==> src/rtl/seg_scan_display.sv <==
// ---------------------------------------------------------------------------
// seg_scan_display
//
// Eight-digit multiplexed seven-segment driver. A 33-bit word (32-bit value
// in data[32:1], valid flag in data[0]) is captured once per frame and
// scanned out one hex digit at a time. Capturing only at the frame boundary
// guarantees that a displayed frame never mixes old and new values.
//
// Parameters
//   SCAN_DIV  clock cycles each digit is held (legal range 2 .. 2^24)
//
// Ports
//   clk    in   1   board clock, all state on the rising edge
//   Rst    in   1   asynchronous active-low reset
//   data   in   33  data[32:1] value to show, data[0] valid (0 -> dashes)
//   which  out  3   selected digit, 0 = rightmost / least significant
//   seg    out  8   active-high segments, seg[0]=a .. seg[6]=g, seg[7]=dp
//
// Build option
//   SEG_LZ_BLANK_EN  when defined, leading zeros of a valid snapshot are
//                    blanked (digit 0 is never blanked). When undefined,
//                    all eight digits are always decoded.
// ---------------------------------------------------------------------------
module seg_scan_display #(
  parameter int unsigned SCAN_DIV = 100000
) (
  input  logic        clk,
  input  logic        Rst,
  input  logic [32:0] data,
  output logic [2:0]  which,
  output logic [7:0]  seg
);

  // Prescaler width: enough bits to hold SCAN_DIV-1.
  localparam int unsigned DIV_W = $clog2(SCAN_DIV);
  localparam logic [DIV_W-1:0] DIV_LAST = DIV_W'(SCAN_DIV - 1);
  localparam logic [DIV_W-1:0] DIV_ZERO = DIV_W'(0);
  localparam logic [DIV_W-1:0] DIV_ONE  = DIV_W'(1);

  localparam logic [2:0] LAST_DIGIT = 3'd7;
  localparam logic [7:0] SEG_BLANK  = 8'h00;
  localparam logic [7:0] SEG_DASH   = 8'h40;

  // -------------------------------------------------------------------------
  // Hex nibble to segment pattern (a..g in bits 0..6, dp always off).
  // -------------------------------------------------------------------------
  function automatic logic [7:0] hex_decode(input logic [3:0] nib);
    logic [7:0] pat;
    case (nib)
      4'h0:    pat = 8'h3F;
      4'h1:    pat = 8'h06;
      4'h2:    pat = 8'h5B;
      4'h3:    pat = 8'h4F;
      4'h4:    pat = 8'h66;
      4'h5:    pat = 8'h6D;
      4'h6:    pat = 8'h7D;
      4'h7:    pat = 8'h07;
      4'h8:    pat = 8'h7F;
      4'h9:    pat = 8'h6F;
      4'hA:    pat = 8'h77;
      4'hB:    pat = 8'h7C;
      4'hC:    pat = 8'h39;
      4'hD:    pat = 8'h5E;
      4'hE:    pat = 8'h79;
      4'hF:    pat = 8'h71;
      default: pat = SEG_BLANK;
    endcase
    return pat;
  endfunction

  // -------------------------------------------------------------------------
  // Select nibble idx of a 32-bit value (digit k uses bits 4k+3..4k).
  // -------------------------------------------------------------------------
  function automatic logic [3:0] nibble_at(input logic [31:0] val,
                                           input logic [2:0]  idx);
    logic [3:0] nib;
    case (idx)
      3'd0:    nib = val[3:0];
      3'd1:    nib = val[7:4];
      3'd2:    nib = val[11:8];
      3'd3:    nib = val[15:12];
      3'd4:    nib = val[19:16];
      3'd5:    nib = val[23:20];
      3'd6:    nib = val[27:24];
      3'd7:    nib = val[31:28];
      default: nib = 4'h0;
    endcase
    return nib;
  endfunction

  // -------------------------------------------------------------------------
  // Full pattern for digit idx of a 33-bit snapshot (value + valid flag).
  // Invalid snapshots always give a dash, whatever the build option.
  // -------------------------------------------------------------------------
  function automatic logic [7:0] digit_pattern(input logic [32:0] snap,
                                               input logic [2:0]  idx);
    logic [7:0]  pat;
    logic [31:0] val;
`ifdef SEG_LZ_BLANK_EN
    logic [31:0] upper;
`endif
    val = snap[32:1];
    if (snap[0] == 1'b0) begin
      pat = SEG_DASH;
    end else begin
      pat = hex_decode(nibble_at(val, idx));
`ifdef SEG_LZ_BLANK_EN
      // A digit is a leading zero when it and every digit above it are zero.
      // Digit 0 is exempt so that a value of zero still shows one "0".
      upper = val >> {idx, 2'b00};
      if ((idx != 3'd0) && (upper == 32'd0)) begin
        pat = SEG_BLANK;
      end else begin
        pat = pat;
      end
`endif
    end
    return pat;
  endfunction

  // State
  logic [DIV_W-1:0] div_cnt_r;
  logic [2:0]       which_r;
  logic [7:0]       seg_r;
  logic [32:0]      shadow_r;

  // Next-step values
  logic             tick_s;
  logic             frame_end_s;
  logic [2:0]       next_which_s;
  logic [32:0]      decode_src_s;
  logic [7:0]       next_seg_s;

  // Tick and next-digit computation; on the frame-closing tick the decode
  // reads the incoming word so digit 0 already matches the new snapshot.
  always_comb begin
    tick_s       = (div_cnt_r == DIV_LAST);
    frame_end_s  = (which_r == LAST_DIGIT);
    next_which_s = 3'd0;
    decode_src_s = shadow_r;
    if (frame_end_s) begin
      next_which_s = 3'd0;
      decode_src_s = data;
    end else begin
      next_which_s = which_r + 3'd1;
      decode_src_s = shadow_r;
    end
    next_seg_s = digit_pattern(decode_src_s, next_which_s);
  end

  // Prescaler: counts 0..SCAN_DIV-1 and wraps, one tick per digit dwell.
  always_ff @(posedge clk or negedge Rst) begin
    if (!Rst) begin
      div_cnt_r <= DIV_ZERO;
    end else if (tick_s) begin
      div_cnt_r <= DIV_ZERO;
    end else begin
      div_cnt_r <= div_cnt_r + DIV_ONE;
    end
  end

  // Digit scan and frame snapshot; which and seg always update together.
  always_ff @(posedge clk or negedge Rst) begin
    if (!Rst) begin
      which_r  <= 3'd0;
      seg_r    <= SEG_BLANK;
      shadow_r <= 33'd0;
    end else if (tick_s) begin
      which_r <= next_which_s;
      seg_r   <= next_seg_s;
      if (frame_end_s) begin
        shadow_r <= data;
      end else begin
        shadow_r <= shadow_r;
      end
    end else begin
      which_r  <= which_r;
      seg_r    <= seg_r;
      shadow_r <= shadow_r;
    end
  end

  assign which = which_r;
  assign seg   = seg_r;

endmodule

==> config.mk <==
export PLATFORM = sky130hd
export DESIGN_NAME = seg_scan_display
export DESIGN_NICKNAME = d
export VERILOG_FILES = /design/src/rtl/seg_scan_display.sv
export SDC_FILE = /design/constraint.sdc
export NUM_CORES = 1
export LEC_CHECK = 0
export BUFFER_PORTS_ARGS = -buffer_cell sky130_fd_sc_hd__buf_4
export CORE_ASPECT_RATIO = 1.4
export CORE_MARGIN = 2
export CORE_UTILIZATION = 32
export CTS_CLUSTER_DIAMETER = 50
export CTS_CLUSTER_SIZE = 24
export DETAILED_ROUTE_END_ITERATION = 10
export GPL_ROUTABILITY_DRIVEN = 1
export RECOVER_POWER = 25
export SLEW_MARGIN = 30
export SYNTH_ARGS = -nofsm -noshare
export SYNTH_HDL_FRONTEND = slang
export SYNTH_SLANG_ARGS = --single-unit
==> constraint.sdc <==
create_clock -name clk -period 4 [get_ports clk]
set_input_delay 0.4 -clock clk [delete_from_list [all_inputs] [get_ports clk]]
set_output_delay 0.4 -clock clk [all_outputs]
set_load 0.005 [all_outputs]
==> results_dict.tcl, run 1 <==
set metrics [dict create \
    status "finished with violations" \
    violations "capacitance limit, slew limit" \
    crit_fanout 17 \
    path_clk_slew_ps 50 \
    synth_top_area_frac 0.452 \
    instances_no_fill 459 \
    worstPathArrival_ps 3810 \
    finalHoldViolations 0 \
    syn2layout_area_growth_pct 23.8 \
    finalCritPeriodShare 0.899 \
    synth_commonest_cells "dfrtp_1 (60), mux2_2 (33), nand2_1 (24)" \
    synth_flop_cell "dfrtp_1" \
    slew_headroom -1.10 \
    post_cts_buffers 0 \
    ys_seq_area_frac 0.452 \
    maxSlewViolCount 61 \
    die_area_sq_mm 0.0112 \
    overflow 0 \
    peakVddDrop_uv 218 \
    row_count 44 \
    fin_nets 364 \
    async_flop_share 1.00 \
    crit_type "register to register" \
    fillCellCount 1008 \
    layout-drive-gt1-share 0.349 \
    synth-edff-count 0 \
    synth_nets 318 \
    dp_hpwl_mm 5.23 \
    clock-root-buffer "clkbuf_16" \
    syn_area_sq_mm 0.00332 \
    use_met2 0.233 \
    ant_nets 0 \
    tightest_slew_ps 3150 \
    drtIter0Drc 81 \
    synth_seq_cells 60 \
    cts_tree "built" \
    synth_cell_type_count 52 \
    p_per_area_mw_per_mm2 398 \
    rsz0062_at_grt "no" \
    netlist_instances 270 \
    drt_wl_total_mm 7.08 \
    die_w_um 90.1 \
    use_met1 0.166 \
    dieHeight_um 125 \
    placed_area_sq_mm 0.00376 \
    numCtsBuffers 9 \
    ys.warnings.count 0 \
    start_util 0.325 \
    period_minus_slack_ps 3600 \
    synth.area.top_cells "dfrtp_1 (45%), mux2_2 (11%), ha_1 (4.9%)" \
    track_usage 0.140 \
    cts.sinks 60 \
    final_area_sq_mm 0.00411 \
    dp.cells 443 \
    clk_latency_ps 330 \
    final.setup.tns_ps 0 \
    gp_congestion 0.761 \
    yosys.area.top_type "dfrtp_1" \
    drc 0 \
    grt_use_met3 0.0278 \
    drt-pass1-iter-count 4 \
    end_kind "register" \
    antennaDiodeCount 0 \
    post_cts_resized 0 \
    hold_buffers 0 \
    ios 46 \
    antenna_found_initial 0 \
    skew_ps 5.51 \
    num_vias 2274 \
    fmax_mhz 278 \
    io_buffers 44 \
    grt_max_degree 61 \
    required_ps 4220 \
    wire_per_inst_um 15.4 \
    hp-class "input pin to register" \
    yosysMostFrequentCell "dfrtp_1" \
    core_sq_mm 0.0102 \
    avgViaCountPerCell 4.95 \
    maxCapViolations 1 \
    grt_pass1_vias 2443 \
    cts_buffer_depth 2 \
    power_leakage_uw 0.00177 \
    startpoint_type "register" \
    grt_pass1_wl_mm 12.3 \
    avgSynthCellArea_sq_um 12.3 \
    busiest_layer "met2" \
    ctsHtreeMaxLevel 3 \
    setup_viol_count_final 0 \
]
## per-layer routing
| layer | vias up | wire (um) | part of all wire |
|---|---|---|---|
| li1 | 1088 | - | - |
| met1 | 1122 | 2910 | 0.41 |
| met2 | 51 | 3710 | 0.52 |
| met3 | 13 | 243 | 0.034 |
| met4 | 0 | 213 | 0.030 |
| met5 | - | 0 | 0 |
## critical path, stage by stage (launching register included)
cell	delay, ps
dfrtp_1	440
ha_1	240
ha_1	550
nor3_1	580
a221oi_1	110
a22oi_1	470
inv_1	160
ha_1	330
or3b_1	340
a32o_1	250
## flip-flops by register name, summed over array words and instances (netlist names)
signal,cells
div_cnt_r,17
which,3
seg,7
shadow_r,33
## logic make-up after synthesis
group	count (synthesis)	synth area share
compound gates	30	0.0757
xor+xnor	14	0.0369
fa+ha+maj	13	0.0489
buf+inv	18	0.0331
flops	60	0.452
mux	55	0.227
other cells	1	0.00113
simple gates	79	0.125
## cell type report
cell class,count,area [sq um],area share
Clock inverter,4,95.1,0.0231
Sequential cell,60,1500,0.365
Timing Repair Buffer,48,357,0.0867
Inverter,5,18.8,0.00456
Multi-Input combinational cell,192,1710,0.416
Clock buffer,12,256,0.0624
Tap cell,138,173,0.0420
## worst paths after layout
path,startpoint,endpoint,slack [ps],cells past startpoint
worst max-delay path,which[0],seg[1],400,9
worst min-delay path,data[17],shadow_r[17],300,2
worst max register to register,which[0],seg[1],400,9
worst min register to register,div_cnt_r[4],div_cnt_r[4],470,1
max in group asynchronous,Rst,seg[3],1090,1
min in group asynchronous,Rst,div_cnt_r[11],1100,1
## power breakdown
| part | total [uW] | leakage, uW | switching [uW] | internal [uW] |
|---|---|---|---|---|
| Sequential | 632 | 0.000724 | 7.18 | 624 |
| Clock | 909 | 0.000173 | 268 | 641 |
| Combinational | 95.1 | 0.000879 | 43.4 | 51.7 |
## cells in the final DEF, fill, tap and decap left out, types with 6 or more instances in the layout
master	instances
buf_4	47
clkbuf_16	9
dfrtp_1	60
ha_1	13
mux2_2	33
mux2i_1	6
mux4_2	6
nand2_1	24
nand3_1	11
nor2_1	16
or3_1	6
xor2_1	9
## per-stage QoR
step | setup WS, ps | total power [uW] | util | hold WS, ps
2_1_floorplan | 981 | 686 | - | 104
3_3_place_gp | 636 | 737 | 0.368 | 454
3_5_place_dp | 434 | 740 | 0.368 | 462
4_1_cts | 416 | 1660 | 0.402 | 171
5_1_grt | 167 | 1700 | 0.402 | 292
6_report | 402 | 1640 | 0.402 | 295
Power figures use the tool's default switching activity.
==> run 2, diff against run 1 <==
--- a/config.mk
+++ b/config.mk
@@ -5,6 +5,7 @@
 export SDC_FILE = /design/constraint.sdc
 export NUM_CORES = 1
 export LEC_CHECK = 0
+export ABC_AREA = 1
 export BUFFER_PORTS_ARGS = -buffer_cell sky130_fd_sc_hd__buf_4
 export CORE_ASPECT_RATIO = 1.4
 export CORE_MARGIN = 2
==> run 2 against run 1 <==
Effect of this change:
- area after synthesis increased by 8.1%
- core utilization decreased by 0.99 points
- global-route usage grew 1.8 points
- register-to-register slack gained 550 ps
- the run still ends with capacitance limit, slew limit left
- via count grew 41%
- maximum frequency grew 18%
==> results_dict.tcl, run 2 <==
set metrics [dict create \
    largest_register "shadow_r" \
    clk_latency_ps 330 \
    synth_nets 550 \
    final_cell_mix "nand2_1 (188), dfrtp_1 (60), nor2_1 (58)" \
    hold_buffers 0 \
    startpoint_type "register" \
    slew_headroom -1.17 \
    clock-root-buffer "clkbuf_16" \
    area.sequential_sq_mm 0.00150 \
    yosys.area.top_type "dfrtp_1" \
    avgViaCountPerCell 4.67 \
    antennaDiodeCount 0 \
    post_cts_buffers 0 \
    dp_hpwl_mm 6.25 \
    synth_cell_type_count 29 \
    synth_xor_area_frac 0.0122 \
    overflow 0 \
    finalPower_uw 1360 \
    wire_per_inst_um 12.5 \
    grt_pass1_wl_mm 15.0 \
    finalHoldViolations 0 \
    crit_fanout 23 \
    syn_area_sq_mm 0.00359 \
    power_leakage_uw 0.00211 \
    path_depth 17 \
    synth_flop_cell "dfrtp_1" \
    netlist_instances 502 \
    io_buffers 44 \
    cpLargestDelayFamily "adder cells" \
    synth-edff-count 0 \
    multi_input_area_sq_mm 0.00179 \
    dieHeight_um 129 \
    die_w_um 93.6 \
    largest_reg_flops 33 \
    num_vias 3206 \
    die_area_sq_mm 0.0121 \
    synth-simple-area-share 0.350 \
    fillCellCount 1150 \
    ios 46 \
    finalCritPeriodShare 0.761 \
    start_util 0.329 \
    violations "capacitance limit, slew limit" \
    synth.area.top_cells "dfrtp_1 (42%), nand2_1 (20%), nor2_1 (6.1%)" \
    status "finished with violations" \
    timing.critical_path.buf_inv 2 \
    ctsHtreeMaxLevel 3 \
    drt_wl_total_mm 8.60 \
    min_path_cells 3 \
    ys.warnings.count 0 \
    layout-drive-gt1-share 0.145 \
    avgSynthCellArea_sq_um 7.16 \
    hp-class "input pin to register" \
    grt_use_met3 0.0291 \
    track_usage 0.158 \
    numCtsBuffers 9 \
    row_count 45 \
    crit_type "register to register" \
    tightest_slew_ps 3260 \
    crit_chain "ha_1, ha_1, buf_4, nand2_1, nand2_1, nand2_1, nand2_1, nor2_1, nand2_1, nand2_1, inv_1, ha_1, nand3_1, nor2_1, nor2_1, nand3_1, nand2_1" \
    maxCapViolations 1 \
    maxSlewViolCount 61 \
    path_clk_slew_ps 50 \
    syn2layout_area_growth_pct 19.1 \
    synth_compound_area_frac 0.0797 \
    post_cts_resized 0 \
    async_flop_share 1.00 \
    synth_top_area_frac 0.418 \
    antenna_found_initial 0 \
    use_met2 0.264 \
    cp_common_cell "nand2_1" \
    fin_nets 591 \
    grt_max_degree 61 \
    rsz0062_at_grt "no" \
    core_sq_mm 0.0109 \
    final.setup.tns_ps 0 \
    end_kind "register" \
    ys_seq_area_frac 0.418 \
    fin_ws_ps 955 \
    cts_tree "built" \
    cts.sinks 60 \
    drtIter0Drc 177 \
    use_met1 0.199 \
    drt-pass1-iter-count 4 \
    skew_ps 6.15 \
    worstPathArrival_ps 3260 \
    fmax_mhz 328 \
    setup_viol_count_final 0 \
    synth_commonest_cells "nand2_1 (188), dfrtp_1 (60), nor2_1 (58)" \
    ff2ff_path_depth 17 \
    cpMaxStageDelayCell "ha_1" \
    busiest_layer "met2" \
    final_common_cell "nand2_1" \
    yosysMostFrequentCell "nand2_1" \
    max_stage_delay_ps 560 \
    drc 0 \
    required_ps 4210 \
    gp_congestion 0.881 \
    period_minus_slack_ps 3050 \
    fin_hold_ws_ps 366 \
    muxShareOfSynthArea 0.0111 \
    p_per_area_mw_per_mm2 318 \
    synthAdderAreaFrac 0.0453 \
    cts_buffer_depth 2 \
    synth_top_family_by_area "simple AND/OR/NAND/NOR gates" \
    ant_nets 0 \
    grt_pass1_vias 3176 \
    synth_seq_cells 60 \
    dp_slack_ps 956 \
    peakVddDrop_uv 207 \
]
==> run 2: path summary, 6_finish.rpt <==
check	startpoint	to	slack (ps)
worst max-delay path	which[0]	seg[0]	950
worst min register to register	div_cnt_r[0]	div_cnt_r[0]	470
worst min-delay path	data[26]	shadow_r[26]	370
min in group asynchronous	Rst	shadow_r[12]	1150
max in group asynchronous	Rst	div_cnt_r[16]	1000
worst max register to register	which[0]	seg[0]	950
==> run 2: through the flow <==
step	std cells	util	area [sq um]
CTS	687	0.392	4280
detailed placement	673	0.367	4010
global placement	673	0.367	4010
global route	687	0.392	4280
finish	687	0.392	4280
floorplan	502	-	3590
==> run 2: logic make-up after synthesis <==
kind of cell,after synthesis
flops,60
mux,4
compound gates,50
other cells,1
buf+inv,66
simple gates,303
fa+ha+maj,13
xor+xnor,5
==> run 2: metal layers <==
| metal | wire length, um | up-vias |
|---|---|---|
| li1 | - | 1677 |
| met1 | 3910 | 1467 |
| met2 | 4270 | 49 |
| met3 | 229 | 13 |
| met4 | 194 | 0 |
| met5 | 0 | - |
==> run 2: worst register-to-register path, cell delays in order (launching register included) <==
cell and delay [ps]:
dfrtp_1 450, ha_1 190, ha_1 560, buf_4 380
nand2_1 130, nand2_1 80, nand2_1 40, nand2_1 50
nor2_1 50, nand2_1 60, nand2_1 150, inv_1 150
ha_1 270, nand3_1 100, nor2_1 90, nor2_1 60
nand3_1 70, nand2_1 50
==> run 2: area by class of cell <==
| type | count | area share |
|---|---|---|
| clock buffer | 12 | 0.0623 |
| tap | 141 | 0.0412 |
| inverter | 50 | 0.0444 |
| timing repair buffer | 46 | 0.0798 |
| clock inverter | 2 | 0.00234 |
| sequential | 60 | 0.351 |
| multi-input combinational | 376 | 0.419 |
==> run 2: report_power, final <==
part / internal (uW) / switching [uW] / total [uW]
logic: 20.3 / 19.0 / 39.4
clock network: 459 / 255 / 715
registers: 608 / 0 / 608
